## src/rtl/instr_assembler.sv

```systemverilog
// -----------------------------------------------------------------------------
// instr_assembler
//   Packs MIPS instruction fields into 32-bit R/I/J words. Each word is queued
//   in a small FIFO and then streamed to the instruction-memory write port,
//   together with its byte address. The address counter starts at BASE_ADDR
//   and advances by 4 for every word that leaves the FIFO.
//
// Ports
//   clk, reset_n          rising-edge clock, asynchronous active-low reset
//   flush                 synchronous clear of the FIFO, address counter and err
//   in_valid / in_ready   field-bundle handshake (in_ready = FIFO not full)
//   in_fmt                00 R, 01 I, 10 J, 11 illegal (accepted and dropped)
//   in_opcode .. in_index instruction fields (unused fields are ignored)
//   out_valid / out_ready handshake for the word at the head of the FIFO
//   out_instr, out_addr   head word (0 when empty) and its byte address
//   count                 FIFO occupancy
//   err                   one-cycle pulse after an illegal bundle is accepted
// -----------------------------------------------------------------------------
module instr_assembler #(
  parameter int          DEPTH     = 4,
  parameter logic [31:0] BASE_ADDR = 32'h0000_3000
) (
  input  logic                     clk,
  input  logic                     reset_n,
  input  logic                     flush,
  input  logic                     in_valid,
  output logic                     in_ready,
  input  logic [1:0]               in_fmt,
  input  logic [5:0]               in_opcode,
  input  logic [4:0]               in_rs,
  input  logic [4:0]               in_rt,
  input  logic [4:0]               in_rd,
  input  logic [4:0]               in_shamt,
  input  logic [5:0]               in_func,
  input  logic [15:0]              in_imm,
  input  logic [25:0]              in_index,
  output logic                     out_valid,
  input  logic                     out_ready,
  output logic [31:0]              out_instr,
  output logic [31:0]              out_addr,
  output logic [$clog2(DEPTH):0]   count,
  output logic                     err
);

  localparam int PW = $clog2(DEPTH);
  localparam int CW = PW + 1;

  localparam logic [1:0] FMT_R   = 2'b00;
  localparam logic [1:0] FMT_I   = 2'b01;
  localparam logic [1:0] FMT_ILL = 2'b11;

  logic [31:0]   mem_q [DEPTH];
  logic [PW-1:0] wr_ptr_q, wr_ptr_d;
  logic [PW-1:0] rd_ptr_q, rd_ptr_d;
  logic [CW-1:0] count_q, count_d;
  logic [31:0]   addr_q, addr_d;
  logic          err_q, err_d;

  logic [31:0]   word_d;
  logic          accept;
  logic          push;
  logic          pop;

  // Field packing; fields that do not belong to the format are ignored.
  always_comb begin
    word_d = {in_opcode, in_index};
    case (in_fmt)
      FMT_R:   word_d = {in_opcode, in_rs, in_rt, in_rd, in_shamt, in_func};
      FMT_I:   word_d = {in_opcode, in_rs, in_rt, in_imm};
      default: word_d = {in_opcode, in_index};
    endcase
  end

  // in_ready depends on occupancy only, so a full FIFO refuses a bundle even
  // in the cycle it is being popped.
  assign in_ready  = (count_q != CW'(DEPTH));
  assign out_valid = (count_q != '0);
  assign out_instr = out_valid ? mem_q[rd_ptr_q] : 32'h0;
  assign out_addr  = addr_q;
  assign count     = count_q;
  assign err       = err_q;

  // flush wins over any handshake on the same edge.
  assign accept = in_valid && in_ready && !flush;
  assign push   = accept && (in_fmt != FMT_ILL);
  assign pop    = out_valid && out_ready && !flush;

  always_comb begin
    wr_ptr_d = wr_ptr_q;
    rd_ptr_d = rd_ptr_q;
    count_d  = count_q;
    addr_d   = addr_q;
    err_d    = accept && (in_fmt == FMT_ILL);
    if (flush) begin
      wr_ptr_d = '0;
      rd_ptr_d = '0;
      count_d  = '0;
      addr_d   = BASE_ADDR;
      err_d    = 1'b0;
    end else begin
      // DEPTH is a power of two, so pointers wrap by natural overflow.
      if (push) wr_ptr_d = wr_ptr_q + PW'(1);
      if (pop) begin
        rd_ptr_d = rd_ptr_q + PW'(1);
        addr_d   = addr_q + 32'd4;
      end
      case ({push, pop})
        2'b10:   count_d = count_q + CW'(1);
        2'b01:   count_d = count_q - CW'(1);
        default: count_d = count_q;
      endcase
    end
  end

  always_ff @(posedge clk or negedge reset_n) begin
    if (!reset_n) begin
      wr_ptr_q <= '0;
      rd_ptr_q <= '0;
      count_q  <= '0;
      addr_q   <= BASE_ADDR;
      err_q    <= 1'b0;
    end else begin
      wr_ptr_q <= wr_ptr_d;
      rd_ptr_q <= rd_ptr_d;
      count_q  <= count_d;
      addr_q   <= addr_d;
      err_q    <= err_d;
    end
  end

  // Storage is not reset: an entry is only visible while count covers it.
  always_ff @(posedge clk) begin
    if (push) mem_q[wr_ptr_q] <= word_d;
  end

endmodule
```

## config.mk

```make
export PLATFORM = sky130hd
export DESIGN_NAME = instr_assembler
export DESIGN_NICKNAME = d
export VERILOG_FILES = /design/src/rtl/instr_assembler.sv
export SDC_FILE = /design/constraint.sdc
export NUM_CORES = 1
export LEC_CHECK = 0
export ABC_CLOCK_PERIOD_IN_PS = 2500
export BUFFER_PORTS_ARGS = -buffer_cell sky130_fd_sc_hd__buf_2
export CORE_MARGIN = 2
export CORE_UTILIZATION = 35
export CTS_CLUSTER_DIAMETER = 50
export DETAILED_ROUTE_END_ITERATION = 10
export PLACE_DENSITY_LB_ADDON = 0.25
export SLEW_MARGIN = 20
export SYNTH_ARGS = -nofsm -noshare
export SYNTH_HDL_FRONTEND = slang
export SYNTH_SLANG_ARGS = --single-unit
export TNS_END_PERCENT = 5
```

## constraint.sdc

```tcl
create_clock -name clk -period 2.5 [get_ports clk]
set_input_delay 0.5 -clock clk [delete_from_list [all_inputs] [get_ports clk]]
set_output_delay 0.5 -clock clk [all_outputs]
set_load 0.02 [all_outputs]
```

==> flow_summary_export.csv <==
group,metric,value,unit
sta,fin_skew,0.0109,ns
cts,root_buffer,"clkbuf_16",
power_and_ir_drop,power,8.02,mW
global_routing,grt_util_all_layers,15.7,%
floorplan,start_util,35.4,%
power_and_ir_drop,p_per_area,874,mW/mm^2
cts,cts_tree,"yes",
cts,cts.sinks,166,
worst_setup_path,reg2reg_slack,0.24,ns
floorplan,die_x,149,microns
sta,final-hold-violation-count,0,
sta,period_needed,2.40,ns
yosys,ys_seq_area_share,64.9,%
sta,max_freq,417,MHz
yosys,netlist_instances,496,
worst_setup_path,reg2reg_from,"count[2]",
sta,max_slew_margin,41.5,%
floorplan,io_pins,151,
detailed_routing,wirelength,16800,microns
detailed_routing,ant_nets,0,
worst_setup_path,crit_fanout,20,
detailed_routing,dr.pass1.iters,6,
min_path,worstHoldPathType,"primary input to asynchronous set/reset pin",
detailed_routing,drt_iter0_markers,295,
cells_and_area,final_nets,736,
cts,cts_made_buffers,17,
worst_setup_path,cp_slowest_cell,"mux4_2",
yosys,ys_types,43,
worst_setup_path,start_kind,"register",
floorplan,core-area,0.0209,sq mm
detailed_routing,drc,0,
worst_setup_path,r2r_cells,5,
worst_setup_path,end_kind,"primary output",
power_and_ir_drop,p_leak,3.47,nW
worst_setup_path,cp_slowest_stage_delay,0.53,ns
placed_design,port_buffers,148,
power_and_ir_drop,vdd_drop_max,0.570,mV
global_routing,antenna_found_initial,0,
detailed_routing,viasPerCell,5.08,
worst_setup_path,r2r-end,"out_addr[26]",
yosys,ys_seq_elements,166,
worst_setup_path,crit_buf_inv,2,
worst_setup_path,crit_arrival,1.90,ns
global_routing,grt_pass1_wl,26400,microns
worst_setup_path,path_class,"register to primary output",
cts,cts_buffer_depth,2,
run_status,status,"completed",
cells_and_area,final_core_util,43.9,%
yosys,post_synth.cell_area_avg,14.9,sq um
sta,maxSlewViolCount,0,
floorplan,core.rowCount,53,
cells_and_area,diodes,0,
cells_and_area,fillers,1931,
sta,worst_slew_pin_slew,0.877,ns
worst_setup_path,critPathTopFamily,"multiplexers",
global_routing,grt_max_degree,43,
worst_setup_path,cp_cell_sequence,"buf_12, mux4_2, nor2b_1, buf_2",
global_routing,gr-total-overflow,0,
cts,htree_levels,4,
cts,post_cts_buffers,0,
sta,rsz0062_at_grt,"no",
cells_and_area,area_delta_synth_final,24.1,%
floorplan,die_h,149,microns
sta,fin_crit_sh,95.9,%
placed_design,gp_congestion,0.764,
sta,setup_viol,0,
yosys,ys.flop_type,"edfxtp_1",
yosys,yosysWarnings,0,
worst_setup_path,required,2.00,ns
detailed_routing,vias,4758,
placed_design,hpwl,11300,microns
detailed_routing,wl_per_cell,17.9,microns
yosys,mappedNetlistArea,0.00740,sq mm
cells_and_area,drive_gt1_share,38.2,%
yosys,async_flop_share,22.9,%
yosys,synth_edf_count,128,
global_routing,grt_pass1_vias,4797,
job,maxCapViolations,0,
floorplan,dieArea,0.0223,sq mm
cts,clkLatencyLatePin,0.42,ns
cts,clkTransAtPathRegs,0.07,ns
through the flow:
stage	std cells	worst slack (ns)	hold WS, ns	setup TNS [ns]	instance area (sq um)
3_3_place_gp	905	0.283	0.539	0	8570
3_5_place_dp	905	0.211	0.553	0	8570
5_1_grt	937	0.000808	0.266	0	9180
6_report	937	0.102	0.204	0	9180
2_1_floorplan	497	-0.132	0.204	-12.71	7400
4_1_cts	937	0.0502	0.223	0	9170
how the worst max path moves through the flow:
stage,from,end,slack [ns],cells past startpoint
4_1_cts,rd_ptr_q[0],out_instr[26],0.05,4
2_1_floorplan,count[0],mem_q[1][0],-0.13,4
3_3_place_gp,out_ready,out_addr[28],0.28,6
6_report,rd_ptr_q[0],out_instr[4],0.10,4
3_5_place_dp,out_ready,out_addr[26],0.21,6
5_1_grt,rd_ptr_q[0],out_instr[4],0.0008,4
power breakdown:
part           internal [mW]  total [mW]  switching [mW]
clock                   1.50        2.61            1.11
sequential              3.12        3.22          0.0919
combinational          0.911        2.19            1.28
total                   5.53        8.02            2.48
Yosys cell counts, types with 5 or more instances:
cell	number	area [sq um]
clkbuf_1	25	93.8
o31ai_1	16	120
nand2_1	35	131
nor2_1	12	45.0
mux4_2	32	721
buf_2	6	30.0
edfxtp_1	128	3840
and3_1	5	31.3
nand3_1	7	35.0
dfrtp_1	36	901
mux2i_1	16	160
inv_1	9	33.8
nor2b_1	33	206
ha_1	5	62.6
a21oi_1	21	105
nand4_1	8	50.1
or3_1	7	43.8
xnor2_1	9	78.8
mux2_2	13	146
or4_1	14	105
o21ai_0	21	105
logic make-up (layout without fill, tap and decap cells):
logic type               count (synthesis)  count (layout)  synth area share [%]
adder cells (fa/ha/maj)                  6               6                  1.12
other                                    1               2                0.0507
AND/OR/NAND/NOR                        142             142                  10.9
XOR/XNOR                                12              12                  1.42
multiplexers                            61              61                  13.9
AO/OA/AOI/OAI                           66              66                  5.43
flip-flops                             166             166                  64.9
buffers and inverters                   42             207                  2.33
what timing repair did:
item                                    in CTS  in global routing
hold endpoints to repair                     0                  0
hold buffers                                 0                  0
gates resized for setup                      2                  1
pin swaps                                    0                  0
cloned                                       0                  0
endpoints found under the setup margin      26                  1
state kept, by name, summed over array words and instances, names as in the netlist:
signal / cells
mem_q: 128
out_addr: 30
count: 3
rd_ptr_q: 2
wr_ptr_q: 2
err: 1
cell type report:
| class | count | area, sq um | share of cell area, % |
|---|---|---|---|
| clock buffers | 17 | 425 | 4.64 |
| inverters | 9 | 33.8 | 0.368 |
| well taps | 275 | 344 | 3.75 |
| repair buffers | 166 | 958 | 10.4 |
| clock inverters | 15 | 168 | 1.83 |
| multi-input cells | 289 | 2450 | 26.7 |
| flip-flops and latches | 166 | 4800 | 52.3 |
layout by cell type, fill, tap and decap left out, types with 16 or more instances in the layout:
| cell | Yosys | routed |
|---|---|---|
| edfxtp_1 | 128 | 128 |
| dfrtp_1 | 36 | 34 |
| clkbuf_16 | 0 | 17 |
| buf_2 | 6 | 148 |
| nand2_1 | 35 | 35 |
| o21ai_0 | 21 | 21 |
| nor2b_1 | 33 | 33 |
| a21oi_1 | 21 | 21 |
| mux4_2 | 32 | 32 |
| mux2i_1 | 16 | 16 |
| o31ai_1 | 16 | 16 |
routing by layer:
layer  vias to the layer above  part of all wire, %  GRT usage (%)
met5                         -                    0              0
met4                         0                 0.64           3.86
met3                         7                  5.3           4.01
met2                       132                   51           26.7
met1                      2399                   43           20.2
li1                       2220                    -              -
Power figures use the tool's default switching activity.
